$ cat src/rtl/custom_axi_ip_pkg.sv
// Shared types for custom_axi_ip and its AXI4-Lite register block:
// core state encoding, register offsets, AXI response codes, STATUS layout.
package custom_axi_ip_pkg;

  typedef enum logic [1:0] {
    IDLE  = 2'd0,
    BUSY  = 2'd1,
    DONE  = 2'd2,
    ERROR = 2'd3
  } status_e;

  typedef enum logic [1:0] {
    OKAY   = 2'b00,
    SLVERR = 2'b10
  } axi_resp_e;

  localparam int unsigned CTRL_OFFS     = 32'h00;
  localparam int unsigned DATA_IN_OFFS  = 32'h04;
  localparam int unsigned DATA_OUT_OFFS = 32'h08;
  localparam int unsigned STATUS_OFFS   = 32'h0C;
  localparam int unsigned ID_OFFS       = 32'h10;

  localparam int unsigned STAT_DONE_BIT = 2;
  localparam int unsigned STAT_REJ_BIT  = 3;
  localparam int unsigned STAT_EN_BIT   = 4;

  typedef enum logic [2:0] {
    SEL_CTRL, SEL_DATA_IN, SEL_DATA_OUT, SEL_STATUS, SEL_ID, SEL_NONE
  } reg_sel_e;

  // Word-granular decode; the two low address bits never matter.
  function automatic reg_sel_e decode_addr(input logic [31:0] addr);
    logic [29:0] w;
    w = addr[31:2];
    if (w == 30'(CTRL_OFFS >> 2))          return SEL_CTRL;
    else if (w == 30'(DATA_IN_OFFS >> 2))  return SEL_DATA_IN;
    else if (w == 30'(DATA_OUT_OFFS >> 2)) return SEL_DATA_OUT;
    else if (w == 30'(STATUS_OFFS >> 2))   return SEL_STATUS;
    else if (w == 30'(ID_OFFS >> 2))       return SEL_ID;
    else                                   return SEL_NONE;
  endfunction

endpackage

$ cat src/rtl/custom_axi_regs.sv
// AXI4-Lite register window onto custom_axi_ip: DATA_IN/CTRL towards the core,
// result/status back to the bus. AW and W are buffered independently.
module custom_axi_regs
  import custom_axi_ip_pkg::*;
#(
  parameter int          ADDR_WIDTH = 8,
  parameter int          DATA_WIDTH = 32,
  parameter logic [31:0] ID_VALUE   = 32'hC0A1_0001
) (
  input  logic                    clk_i,
  input  logic                    rst_ni,
  input  logic [ADDR_WIDTH-1:0]   s_axi_awaddr,
  input  logic                    s_axi_awvalid,
  output logic                    s_axi_awready,
  input  logic [DATA_WIDTH-1:0]   s_axi_wdata,
  input  logic [DATA_WIDTH/8-1:0] s_axi_wstrb,
  input  logic                    s_axi_wvalid,
  output logic                    s_axi_wready,
  output logic [1:0]              s_axi_bresp,
  output logic                    s_axi_bvalid,
  input  logic                    s_axi_bready,
  input  logic [ADDR_WIDTH-1:0]   s_axi_araddr,
  input  logic                    s_axi_arvalid,
  output logic                    s_axi_arready,
  output logic [DATA_WIDTH-1:0]   s_axi_rdata,
  output logic [1:0]              s_axi_rresp,
  output logic                    s_axi_rvalid,
  input  logic                    s_axi_rready,
  output logic [DATA_WIDTH-1:0]   ipreg_data_o,
  output logic                    enable_o,
  input  logic [DATA_WIDTH-1:0]   ipreg_data_out_i,
  input  logic                    enable_i,
  input  logic [1:0]              status_i
);

  logic                    live;
  logic                    aw_full, w_full;
  logic [ADDR_WIDTH-1:0]   aw_addr_q;
  logic [DATA_WIDTH-1:0]   w_data_q;
  logic [DATA_WIDTH/8-1:0] w_strb_q;
  logic                    done_stky, rej_stky;

  reg_sel_e                wr_sel, rd_sel;
  logic                    commit, start_req, core_idle;
  logic                    done_clr, rej_clr, rej_set;
  logic [DATA_WIDTH-1:0]   rd_val, status_word;
  axi_resp_e               rd_resp, wr_resp;

  // Readies stay low through reset and rise one cycle after release.
  assign s_axi_awready = live && !aw_full;
  assign s_axi_wready  = live && !w_full;
  assign s_axi_arready = live && !s_axi_rvalid;

  assign commit    = aw_full && w_full && !s_axi_bvalid;
  assign wr_sel    = decode_addr(32'(aw_addr_q));
  assign rd_sel    = decode_addr(32'(s_axi_araddr));
  assign core_idle = (status_e'(status_i) == IDLE);
  assign start_req = commit && wr_sel == SEL_CTRL && w_strb_q[0] && w_data_q[0];
  assign rej_set   = start_req && !core_idle;
  assign done_clr  = commit && wr_sel == SEL_STATUS && w_strb_q[0] && w_data_q[STAT_DONE_BIT];
  assign rej_clr   = commit && wr_sel == SEL_STATUS && w_strb_q[0] && w_data_q[STAT_REJ_BIT];

  assign wr_resp = (wr_sel == SEL_CTRL || wr_sel == SEL_DATA_IN || wr_sel == SEL_STATUS)
                   ? OKAY : SLVERR;

  always_comb begin
    status_word = '0;
    status_word[1:0]           = status_i;
    status_word[STAT_DONE_BIT] = done_stky;
    status_word[STAT_REJ_BIT]  = rej_stky;
    status_word[STAT_EN_BIT]   = enable_i;
  end

  always_comb begin
    rd_val  = '0;
    rd_resp = OKAY;
    unique case (rd_sel)
      SEL_CTRL:     rd_val = '0;
      SEL_DATA_IN:  rd_val = ipreg_data_o;
      SEL_DATA_OUT: rd_val = ipreg_data_out_i;
      SEL_STATUS:   rd_val = status_word;
      SEL_ID:       rd_val = DATA_WIDTH'(ID_VALUE);
      default:      rd_resp = SLVERR;
    endcase
  end

  always_ff @(posedge clk_i) begin
    if (!rst_ni) begin
      live         <= 1'b0;
      aw_full      <= 1'b0;
      w_full       <= 1'b0;
      aw_addr_q    <= '0;
      w_data_q     <= '0;
      w_strb_q     <= '0;
      s_axi_bvalid <= 1'b0;
      s_axi_bresp  <= '0;
      s_axi_rvalid <= 1'b0;
      s_axi_rresp  <= '0;
      s_axi_rdata  <= '0;
      ipreg_data_o <= '0;
      enable_o     <= 1'b0;
      done_stky    <= 1'b0;
      rej_stky     <= 1'b0;
    end else begin
      live     <= 1'b1;
      enable_o <= start_req && core_idle;

      if (s_axi_awvalid && s_axi_awready) begin
        aw_full   <= 1'b1;
        aw_addr_q <= s_axi_awaddr;
      end
      if (s_axi_wvalid && s_axi_wready) begin
        w_full   <= 1'b1;
        w_data_q <= s_axi_wdata;
        w_strb_q <= s_axi_wstrb;
      end

      if (s_axi_bvalid && s_axi_bready) s_axi_bvalid <= 1'b0;

      if (commit) begin
        aw_full      <= 1'b0;
        w_full       <= 1'b0;
        s_axi_bvalid <= 1'b1;
        s_axi_bresp  <= wr_resp;
        if (wr_sel == SEL_DATA_IN)
          for (int b = 0; b < DATA_WIDTH/8; b++)
            if (w_strb_q[b]) ipreg_data_o[8*b +: 8] <= w_data_q[8*b +: 8];
      end

      // Hardware set wins over a simultaneous software clear.
      done_stky <= (status_e'(status_i) == DONE) || (done_stky && !done_clr);
      rej_stky  <= rej_set || (rej_stky && !rej_clr);

      if (s_axi_arvalid && s_axi_arready) begin
        s_axi_rvalid <= 1'b1;
        s_axi_rdata  <= rd_val;
        s_axi_rresp  <= rd_resp;
      end else if (s_axi_rvalid && s_axi_rready) begin
        s_axi_rvalid <= 1'b0;
      end
    end
  end

endmodule

$ cat config.mk
export PLATFORM = sky130hd
export DESIGN_NAME = custom_axi_regs
export DESIGN_NICKNAME = d
export VERILOG_FILES = /design/src/rtl/custom_axi_ip_pkg.sv /design/src/rtl/custom_axi_regs.sv
export SDC_FILE = /design/constraint.sdc
export NUM_CORES = 1
export LEC_CHECK = 0
export ABC_AREA = 1
export ABC_CLOCK_PERIOD_IN_PS = 3400
export BUFFER_PORTS_ARGS = -buffer_cell sky130_fd_sc_hd__buf_4
export CAP_MARGIN = 30
export CORE_UTILIZATION = 35
export DETAILED_ROUTE_END_ITERATION = 12
export PLACE_DENSITY = 0.56
export SLEW_MARGIN = 10
export SYNTH_ARGS = -nofsm -noshare
export SYNTH_HDL_FRONTEND = slang
export SYNTH_SLANG_ARGS = --single-unit
$ cat constraint.sdc
create_clock -name clk_i -period 3.4 [get_ports clk_i]
set_input_delay 0.34 -clock clk_i [delete_from_list [all_inputs] [get_ports clk_i]]
set_output_delay 0.34 -clock clk_i [all_outputs]
set_load 0.01 [all_outputs]
After elaboration in Yosys (flattened, before gate mapping)
Index checks and enable logic that the tools add are counted.
{ "totals": {"reg_bits": 120, "output_inout_bits": 74, "elab_cells": 97, "inputBits": 94} }
{ "op_classes": {"eq_ne": 15, "reduce_logical": 45, "bitwise_logic": 1, "mux": 18} }
{ "op_table": {"columns": ["cell", "n"], "rows": [
  ["$pmux 32 s4", 1],
  ["$eq 6x2->1 const B", 4],
  ["$mux 3", 8],
  ["$logic_and 1x1->1", 21],
  ["$eq 6x1->1 const B", 2],
  ["$eq 6x3->1 const B", 2],
  ["$logic_not 6->1", 2],
  ["$reduce_and 3->1", 4],
  ["$eq 3x2->1 const B", 3],
  ["$logic_not 1->1", 7],
  ["$mux 1", 7],
  ["$eq 3x1->1 const B", 2],
  ["$logic_not 3->1", 2],
  ["$reduce_or 5->1", 1],
  ["$logic_or 1x1->1", 4],
  ["$mux 2", 2],
  ["$reduce_bool 2->1", 2],
  ["$eq 3x3->1 const B", 1],
  ["$eq 2x2->1 const B", 1],
  ["$logic_not 2->1", 1],
  ["$reduce_or 2->1", 1],
  ["$not 1->1", 1]
]} }

Logic depth before layout (Yosys ltp)
Gate-level depths: netlist of the first run.
{ "logic_depth": {"word_depth": 13, "mapped_depth": 8, "depth_no_buf": 7} }

Least setup slack after synthesis of the first run
Ideal clock, no wire load.
{ "synth_timing": {"path_kind": "input to register", "startpoint": "in s_axi_araddr[7]", "endpoint": "reg s_axi_rdata[10]", "n_path_buf": 2, "setup_slack_ps": 2165, "t_required_ps": 3330, "stages": 7, "t_arrival_ps": 1164, "cell_sequence": "nor2_1 > buf_4 > nand3_1 > buf_2 > o22ai_1 > nand2_1 > a21oi_1"} }
{ "synth_between": {"elab_chain_len": 8, "word_cells_on_any_way": 15, "cone_classes": "eq/ne (8); mux (6); reduce/logical (1)"} }
{ "synth_rtl": {"columns": ["element", "line_no", "text"], "rows": [
  ["start, declared", "custom_axi_regs.sv:22", "input logic [ADDR_WIDTH-1:0] s_axi_araddr,"],
  ["$eq 6x3->1", "custom_axi_ip_pkg.sv:39", "else if (w == 30'(ID_OFFS >> 2)) return SEL_ID;"],
  ["$mux 1", "custom_axi_ip_pkg.sv:39", null],
  ["$mux 3", "custom_axi_ip_pkg.sv:38", "else if (w == 30'(STATUS_OFFS >> 2)) return SEL_STATUS;"],
  ["$mux 3", "custom_axi_ip_pkg.sv:37", "else if (w == 30'(DATA_OUT_OFFS >> 2)) return SEL_DATA_OUT;"],
  ["$mux 3", "custom_axi_ip_pkg.sv:36", "else if (w == 30'(DATA_IN_OFFS >> 2)) return SEL_DATA_IN;"],
  ["$mux 3 (*)", "custom_axi_ip_pkg.sv:35", "if (w == 30'(CTRL_OFFS >> 2)) return SEL_CTRL;"],
  ["$eq 3x3->1, or another cell as far along", "custom_axi_regs.sv:77", "unique case (rd_sel)"],
  ["$pmux 32 s4 (*)", "custom_axi_regs.sv:77", null],
  ["end signal, assigned", "custom_axi_regs.sv:136", "s_axi_rdata <= rd_val;"],
  ["end, declared", "custom_axi_regs.sv:25", "output logic [DATA_WIDTH-1:0] s_axi_rdata,"]
]} }
Mark *: on every way between the ends. The rest lies on a longest branch, timed or not.
A chain may end at the register's enable or synchronous reset.

Worst setup path after layout of the first run
{ "layout_timing": {"startpoint": "in s_axi_araddr[5]", "endpoint": "reg s_axi_rdata[11]"} }
Same word-level chain as after synthesis.

==> impl_results.md, run 1 <==
* Status: finished clean
* Synth Instances at 627
* Die Wd at 118.6 um
* # fillers at approximately 1400
* CTS Buffer Depth at 2
* Hpwl dp at ~9900 um
* Yosys warns at 0
* Post-synthesis register bit count at between 100 and 150
* Slew headroom at 39.64%
* Worst reg2reg path depth at 7
* Row count at 42
* Area of the multi-input gates at 1912 um^2
* Critical Path Source: s_axi_araddr[5]
* Number of global-route vias before repair at 4062
* RePlAce Congestion at approximately 0.85
* DRT antenna net count at 0
* Num CTS Buffers at 17
* Worst-Skew Late Latency at 0.41 ns
* Cell area power density at 543.0 nW/um^2
* Design area at roughly 6700 um^2
* Avg Cell Area, Syn at 7.587 um^2
* Share of async-settable or async-resettable flops after synthesis at 0%
* R2R Setup Slk at roughly 1.6 ns
* Crit Path Category: in2reg
* Die area at 14060 um^2
* Nets@finish at 866
* LEAKAGE at 0.002854 uW
* Final setup TNS at 0 ns
* Starting DRT DRC Count at 308
* Layout cells sized above 1 at around 28%
* Period minus WS final at 1.998 ns
* Slew Viols, Final at 0
* Ys flop type: dfxtp_1
* Worst R2R Start: live$_DFF_P_
* CTS tree: built
* Reg2reg end: s_axi_rdata[0]$_SDFFE_PN0P_
* Proportion of netlist area held by the largest area contributor at 48.82%
* Initial antenna violation count at 0
* Final Skew at 0.004745 ns
* Global Route Usage Sum at roughly a fifth
* CTS clk-pin slew, worst paths at approximately 0.05 ns
* First-pass GRT wire length at between 20000 and 25000 um
* Drt wl/cell at ~15 um
* Port Buffers at approximately 160
* Final WL at around 14000 um
* Setup violators final at 0
* Max Freq at around 500 MHz
* DR vias at 4603
* Endpoint class of the critical path: register
* Root Driver: clkbuf_16
* Gr ovfl total at 0
* Synth area leader: dfxtp_1
* Area occupied by registers at 2322 um^2
* Final period util at approximately 59%
* Hold buffers post-CTS at 0
* Die height at 118.6 um
* Placed instance area at 6023 um^2
* Initial Util at a little over a third
* Synthesized area at 4757 um^2
* Final Power at 3639 uW
* Number of flops mapped to enable cells by yosys at 0
* Post-synthesis sequential area ratio at 48.82%
* CTS Sinks at 116
* Final core occ at 50.60%
* Min-Delay Path Class: in2reg
* Vias per Instance at 4.795
* Io pins at roughly 170
* Top cells by count, synth: dfxtp_1 (116), a21oi_1 (103), nand2_1 (97)
* Crit-path max FO at 28
* Fin. Hold Viols at 0
* Slew @ Worst Pin at 0.9029 ns
* CP required at 3.73 ns
* Fin Hold WS at 0.1907 ns
* Largest net degree at the start of global routing at between 60 and 70
* Post-CTS setup buffer count at 0
* Post_cts resized at 0
* H-tree depth at 4
* Maximum VDD drop at 0.3371 mV
* Type of origin of the critical path: primary input
* Remaining DRCs at 0
* Area grow syn2layout at 40.87%
* Core area at 13240 um^2
* Top-count cell post-synth: dfxtp_1
* End of the critical path: s_axi_rdata[11]$_SDFFE_PN0P_
* Antenna cells at 0
* Top cells by area, synth: dfxtp_1 (49%), a21oi_1 (11%), nand2_1 (7.7%), inv_1 (6.5%), o21ai_0 (5.8%)
* Number of max-cap violations at 0
* Distinct cells, synth at 24
* CP arrival at between 2 and 2.5 ns
* RSZ-0062 raised after global routing: false
* First-pass iteration count of the detailed router at 4
==> metal layers <==
metal / track usage, % / vias to the layer above / share of wire (%)
met2: 28.44 / 170 / 43
li1: - / 2377 / -
met5: 0 / - / 0
met1: 28.74 / 2044 / 48
met4: 8.307 / 0 / 1.3
met3: 5.019 / 12 / 7.2
==> logic make-up after synthesis <==
| family | count (synthesis) | synth area share [%] |
|---|---|---|
| AOI/OAI and AO/OA | 193 | 21.41 |
| and+or+nand+nor | 190 | 18.52 |
| buffers and inverters | 127 | 11.18 |
| DFF | 116 | 48.82 |
| other | 1 | 0.07883 |
==> layout make-up <==
class	instances	area share, %
Sequential cell	116	34.65
Multi-Input combinational cell	385	28.53
Timing Repair Buffer	168	19.01
Clock buffer	22	7.226
Inverter	84	4.705
Tap cell	176	3.286
Clock inverter	9	2.595
==> per-stage QoR <==
stage | cells | setup slack [ns]
6_report | 960 | 1.402
3_5_place_dp | 928 | 1.012
5_1_grt | 960 | 1.155
2_1_floorplan | 628 | 2.165
4_1_cts | 959 | 1.429
3_3_place_gp | 928 | 1.052
==> worst max-delay path, stage by stage <==
cell,delay [ns]
buf_4,0.12
nor2_4,0.45
nand3_1,0.75
o22ai_1,0.41
nand2_1,0.08
a21oi_1,0.15
==> worst min path at each step <==
stage,startpoint,cells past startpoint,slack [ns],end
floorplan,rst_ni,0,0.37,live$_DFF_P_
global route,s_axi_awaddr[6],3,0.20,aw_addr_q[6]$_SDFFE_PN0P_
detailed placement,w_data_q[27]$_SDFFE_PN0P_,2,0.45,w_data_q[27]$_SDFFE_PN0P_
finish,s_axi_rready,4,0.19,s_axi_rvalid$_SDFFE_PN0P_
global placement,w_data_q[9]$_SDFFE_PN0P_,2,0.44,ipreg_data_o[9]$_SDFFE_PN0P_
CTS,s_axi_rready,4,0.17,s_axi_rvalid$_SDFFE_PN0P_
==> sequential cells by signal, summed over array words and instances (netlist names) <==
signal	flops
s_axi_bvalid	1
live	1
done_stky	1
s_axi_bresp	1
rej_stky	1
enable_o	1
s_axi_rdata	32
ipreg_data_o	32
w_data_q	32
s_axi_rresp	1
aw_addr_q	6
w_strb_q	4
w_full	1
aw_full	1
s_axi_rvalid	1
==> power by group <==
part	internal [uW]	leakage (uW)	total, uW	switching, uW
logic	117	0.00159	262	145
registers	1400	0.000942	1410	16.5
clock network	1370	0.000326	1960	592
total	2890	0.00285	3640	753
==> placed cells by master (no fill, tap or decap), drive strengths merged <==
cell,count
nand4,29
inv,83
or2,1
nand3,31
conb,2
a21oi,109
o211ai,1
dfxtp,116
bufinv,5
o22ai,22
o21ai,61
nor2,30
buf,168
clkinv,5
nor3,1
nand2,98
clkbuf,22
No activity file was read; power rests on OpenSTA's default activity.
==> run 2: changes to the inputs <==
--- a/config.mk
+++ b/config.mk
@@ -6,12 +6,12 @@
 export NUM_CORES = 1
 export LEC_CHECK = 0
 export ABC_AREA = 1
-export ABC_CLOCK_PERIOD_IN_PS = 3400
+export ABC_CLOCK_PERIOD_IN_PS = 1700
 export BUFFER_PORTS_ARGS = -buffer_cell sky130_fd_sc_hd__buf_4
 export CAP_MARGIN = 30
 export CORE_UTILIZATION = 35
 export DETAILED_ROUTE_END_ITERATION = 12
-export PLACE_DENSITY = 0.56
+export PLACE_DENSITY = 0.58
 export SLEW_MARGIN = 10
 export SYNTH_ARGS = -nofsm -noshare
 export SYNTH_HDL_FRONTEND = slang
==> constraint.sdc (replaced) <==
create_clock -name clk_i -period 1.7 [get_ports clk_i]
set_input_delay 0.17 -clock clk_i [delete_from_list [all_inputs] [get_ports clk_i]]
set_output_delay 0.17 -clock clk_i [all_outputs]
set_load 0.01 [all_outputs]
==> impl_results.md, run 2 (synthesized netlist as in run 1, its figures left out) <==
* Final period util at 93.07%
* Commonest non-fill, non-tap cells in the layout: buf_4 (176), dfxtp_1 (116), a21oi_1 (103)
* Min-Delay Path Class: in2reg
* Final Skew at 0.007240 ns (+0.002495 ns)
* H-tree depth at 4 (unchanged)
* Hold EP: w_data_q[29]$_SDFFE_PN0P_
* Status: finished clean
* Hold buffers post-CTS at 1 (+1)
* Vias per Instance at 4.802 (+0.15%)
* Type of origin of the critical path: register
* Setup violators final at 0 (unchanged)
* Largest regs: ipreg_data_o: 32 flops, s_axi_rdata: 32 flops, w_data_q: 32 flops
* CTS Sinks at 116 (unchanged)
* Gr ovfl total at 0 (unchanged)
* Initial Util at 35.92% (unchanged)
* Drt wl/cell at 14.40 um (-0.87%)
* HP Start: s_axi_wdata[29]
* Hold Path Depth at 3 (-1)
* Io pins at 168 (unchanged)
* Reg2reg end: ipreg_data_o[15]$_SDFFE_PN0P_
* Root Driver: clkbuf_16
* Slew @ Worst Pin at 0.5619 ns (-0.3410 ns)
* Number of global-route vias before repair at 4344 (+6.9%)
* Commonest non-fill, non-tap cell in the layout: buf_4
* Worst-Skew Late Latency at 0.42 ns (about the same)
* CTS Buffer Depth at 2 (unchanged)
* Initial antenna violation count at 0 (unchanged)
* Core area at 13240 um^2 (unchanged)
* Worst path max stage delay at 0.34 ns (-0.41 ns)
* CP max-delay cell: dfxtp_1
* Starting DRT DRC Count at 310 (+0.65%)
* DRT antenna net count at 0 (unchanged)
* Final WL at 13970 um (+0.16%)
* Endpoint class of the critical path: output port
* Slew Viols, Final at 0 (unchanged)
* Period minus WS final at 1.582 ns
* Antenna cells at 0 (unchanged)
* Final core occ at 51.26% (+0.65 points)
* LEAKAGE at 0.002900 uW (+1.6%)
* CTS tree: built
* Die height at 118.6 um (unchanged)
* Area grow syn2layout at 42.69%
* Buf+Inv Stages, Crit Path at 3 (+2)
* Area of the multi-input gates at 1912 um^2 (unchanged)
* Slew headroom at 62.54% (+23 points)
* Crit-path max FO at 11 (-61%)
* First-pass iteration count of the detailed router at 6 (+2)
* Fin. Hold Viols at 0 (unchanged)
* Post_cts resized at 0 (unchanged)
* Port Buffers at 161 (unchanged)
* CTS clk-pin slew, worst paths at 0.05 ns (about the same)
* Row count at 42 (unchanged)
* Most frequent cell on the critical path: buf_4
* Crit Path Category: reg2out
* Area occupied by registers at 2322 um^2 (unchanged)
* Remaining DRCs at 0 (unchanged)
* DR vias at 4658 (+1.2%)
* Maximum VDD drop at 0.5665 mV (+68%)
* # fillers at 1327 (-1.7%)
* CP arrival at 1.41 ns (-0.92 ns)
* Largest net degree at the start of global routing at 52 (-21%)
* Layout cells sized above 1 at 28.46% (+0.78 points)
* CP top delay family: buffers and inverters
* Die Wd at 118.6 um (unchanged)
* Final setup TNS at 0 ns (unchanged)
* Nets@finish at 877 (+1.3%)
* Cell area power density at 1071 nW/um^2 (+97%)
* Worst reg2reg path depth at 6 (-1)
* Num CTS Buffers at 17 (unchanged)
* Die area at 14060 um^2 (unchanged)
* R2R Setup Slk at 0.19 ns (-1.42 ns)
* Hpwl dp at 10430 um (+4.9%)
* CP required at 1.53 ns (-2.20 ns)
* First-pass GRT wire length at 22190 um (+2.3%)
* Post-CTS setup buffer count at 0 (unchanged)
* Max Freq at 632.0 MHz
* Critical path cell sequence: inv_1 -> nor2_1 -> buf_4 -> buf_4
* RSZ-0062 raised after global routing: false
* Worst R2R Start: aw_full$_SDFFE_PP0P_
* Number of max-cap violations at 0 (unchanged)
* RePlAce Congestion at 0.8283 (-2.0%)
* Global Route Usage Sum at 20.55% (+0.46 points)
==> run 2: cell types whose count changed in the layout (fill, tap and decap cells not counted) <==
cell,change
dlygate4sd3_1,+1
buf_4,+9
clkinvlp_4,+1
clkbuf_8,-1
clkinv_2,-1
buf_12,+1
==> run 2: final cells by class <==
type                       instances  share of cell area [%]
clock buffer                      21                   6.931
clock inverter                     9                   2.599
inverter                          84                   4.645
multi-input combinational        385                   28.17
sequential                       116                   34.21
tap                              176                   3.244
timing repair buffer             179                   20.20
==> run 2: worst max-delay path by stage <==
stage	startpoint	end	slack, ns	cells past startpoint
detailed placement	aw_full$_SDFFE_PP0P_	ipreg_data_o[15]$_SDFFE_PN0P_	0.20	6
CTS	live$_DFF_P_	s_axi_wready	0.09	4
global route	live$_DFF_P_	s_axi_wready	0.007	4
global placement	aw_full$_SDFFE_PP0P_	ipreg_data_o[10]$_SDFFE_PN0P_	0.25	6
floorplan	s_axi_bvalid$_SDFFE_PN0P_	ipreg_data_o[21]$_SDFFE_PN0P_	0.48	8
finish	live$_DFF_P_	s_axi_wready	0.12	4
==> run 2: per-layer routing <==
metal	up-vias	routed length, um	global-route usage [%]
li1	2395	-	-
met1	2094	6582	27.76
met2	153	6394	31.14
met3	16	790	4.681
met4	0	201	9.098
met5	-	0	0
==> run 2: worst min-delay path, cell delays in order <==
cell	delay (ns)
buf_4	0.07
o21ai_0	0.07
a21oi_1	0.10
==> run 2: report_power, final <==
group / switching (uW) / total [uW] / leakage, uW / internal [uW]
combinational: 297 / 549 / 0.00164 / 252
clock: 1200 / 3890 / 0.000315 / 2690
sequential: 32.5 / 2830 / 0.000942 / 2800
==> run 2: metrics by stage <==
step	worst slack (ns)	std cells	power [uW]	cell area, um^2	hold slack, ns
floorplan	0.4753	628	3157	4761	0.1977
global placement	0.2463	939	3416	6131	0.4283
detailed placement	0.2001	939	3432	6131	0.4280
CTS	0.09377	970	7330	6788	0.01729
global route	0.006523	970	7530	6788	0.02988
finish	0.1178	970	7272	6788	0.02888
==> run 3: changes to the inputs <==
--- a/config.mk
+++ b/config.mk
@@ -7,7 +7,7 @@
 export LEC_CHECK = 0
 export ABC_AREA = 1
 export ABC_CLOCK_PERIOD_IN_PS = 1700
-export BUFFER_PORTS_ARGS = -buffer_cell sky130_fd_sc_hd__buf_4
+export BUFFER_PORTS_ARGS = -buffer_cell sky130_fd_sc_hd__buf_2
 export CAP_MARGIN = 30
 export CORE_UTILIZATION = 35
 export DETAILED_ROUTE_END_ITERATION = 12
==> impl_results.md, run 3 (synthesized netlist as in run 1, its figures left out) <==
* CP required at 1.53 ns (about the same)
* Post-CTS setup buffer count at 0 (unchanged)
* First-pass iteration count of the detailed router at 5 (-1)
* RePlAce Congestion at 0.8869 (+7.1%)
* Min-Delay Path Class: in2reg
* Worst R2R Start: w_full$_SDFFE_PP0P_
* Fin. Hold Viols at 0 (unchanged)
* Maximum VDD drop at 0.5949 mV (+5.0%)
* Vias per Instance at 4.759 (-0.89%)
* Grt met3 use at 4.875% (+0.19 points)
* Type of origin of the critical path: register
* Die Wd at 118.6 um (unchanged)
* Worst-Skew Late Latency at 0.41 ns (about the same)
* Slew Viols, Final at 0 (unchanged)
* Core area at 13240 um^2 (unchanged)
* Number of global-route vias before repair at 4242 (-2.3%)
* Initial Util at 35.92% (unchanged)
* Setup violators final at 0 (unchanged)
* Nets@finish at 877 (unchanged)
* LEAKAGE at 0.002823 uW (-2.7%)
* Largest net degree at the start of global routing at 52 (unchanged)
* Port Buffers at 161 (unchanged)
* Row count at 42 (unchanged)
* CTS clk-pin slew, worst paths at 0.05 ns (about the same)
* Global Route Usage Sum at 19.90% (-0.65 points)
* Layout cells sized above 1 at 28.77% (+0.31 points)
* Initial antenna violation count at 0 (unchanged)
* Setup WS pre-CTS at 0.2188 ns (+0.01874 ns)
* Fin Hold WS at 0.02229 ns (-0.006590 ns)
* GR peak layer: met2
* DRT antenna net count at 0 (unchanged)
* HP Start: s_axi_awaddr[3]
* Crit Path Category: reg2out
* Crit-path max FO at 11 (unchanged)
* Die height at 118.6 um (unchanged)
* CP arrival at 1.41 ns (about the same)
* CTS tree: built
* Commonest non-fill, non-tap cells in the layout: buf_2 (161), dfxtp_1 (116), a21oi_1 (103)
* Final period util at 92.76% (-0.31 points)
* Num CTS Buffers at 17 (unchanged)
* Final WL at 13670 um (-2.2%)
* Critical Path Source: live$_DFF_P_
* Final Skew at 0.008860 ns (+0.001619 ns)
* # fillers at 1368 (+3.1%)
* Die area at 14060 um^2 (unchanged)
* Drt wl/cell at 14.06 um (-2.4%)
* Hpwl dp at 10070 um (-3.5%)
* Root Driver: clkbuf_16
* Cell area power density at 1133 nW/um^2 (+5.8%)
* Status: finished clean
* Remaining DRCs at 0 (unchanged)
* Final worst-path setup slack at 0.1230 ns (+0.005187 ns)
* H-tree depth at 4 (unchanged)
* M1 GR Usage at 27.12% (-0.64 points)
* Fin cells at 972 (+0.21%)
* Antenna cells at 0 (unchanged)
* Io pins at 168 (unchanged)
* Commonest non-fill, non-tap cell in the layout: buf_2
* Endpoint class of the critical path: output port
* RSZ-0062 raised after global routing: false
* CTS Sinks at 116 (unchanged)
* Max Freq at 634.1 MHz (+0.33%)
* Gr ovfl total at 0 (unchanged)
* Number of max-cap violations at 0 (unchanged)
* Area grow syn2layout at 34.53%
* R2R Setup Slk at 0.18 ns (about the same)
* Period minus WS final at 1.577 ns (-0.005187 ns)
* Final setup TNS at 0 ns (unchanged)
* GR Util met2 at 29.53% (-1.6 points)
* CTS Buffer Depth at 2 (unchanged)
* Largest regs: ipreg_data_o: 32 flops, s_axi_rdata: 32 flops, w_data_q: 32 flops
* DR vias at 4626 (-0.69%)
* Placed Cells at 939 (unchanged)
* Starting DRT DRC Count at 325 (+4.8%)
* First-pass GRT wire length at 21640 um (-2.5%)
## run 3: final timing paths
check / end / cells after the start
hold reg to reg: ipreg_data_o[15]$_SDFFE_PN0P_ / 2
hold / removal: aw_addr_q[3]$_SDFFE_PN0P_ / 3
setup reg to reg: ipreg_data_o[11]$_SDFFE_PN0P_ / 6
setup / recovery: s_axi_wready / 4
## run 3: cell type report
type | instances | area [um^2] | area share [%]
sequential | 116 | 2322 | 36.29
multi-input combinational | 385 | 1914 | 29.91
timing repair buffer | 179 | 968.4 | 15.13
clock buffer | 20 | 456.7 | 7.136
inverter | 84 | 315.3 | 4.927
tap | 176 | 220.2 | 3.441
clock inverter | 12 | 202.7 | 3.167
## run 3: metrics by stage
| step | power, uW | util, % | area (um^2) |
|---|---|---|---|
| after CTS | 7315 | 48.31 | 6397 |
| after global routing | 7529 | 48.33 | 6400 |
| after detailed placement | 3363 | 43.25 | 5728 |
| after floorplan | 3157 | - | 4761 |
| after global placement | 3352 | 43.25 | 5728 |
| final | 7254 | 48.33 | 6400 |
## run 3: critical path, cell delays in order (launching register included)
cell	delay, ns
dfxtp_1	0.35
inv_1	0.15
nor2_2	0.16
buf_4	0.19
buf_2	0.14
## run 3: what timing repair did
action	CTS	global route
resized for setup	0	1
hold buffers	1	0
setup endpoints to repair	0	1
hold endpoints to repair	1	0
## run 3: routing by layer
metal | part of all wire [%] | routed length [um] | vias to the layer above
li1 | - | - | 2400
met1 | 49 | 6640 | 2057
met2 | 43 | 5863 | 152
met3 | 6.7 | 918 | 17
met4 | 1.8 | 245 | 0
met5 | 0 | 0 | -
## run 3: where the power goes
group          internal [uW]  switching (uW)  leakage [uW]  total (uW)
registers               2790            33.6      0.000942        2830
clock network           2680            1270      0.000308        3940
logic                    189             294       0.00157         483
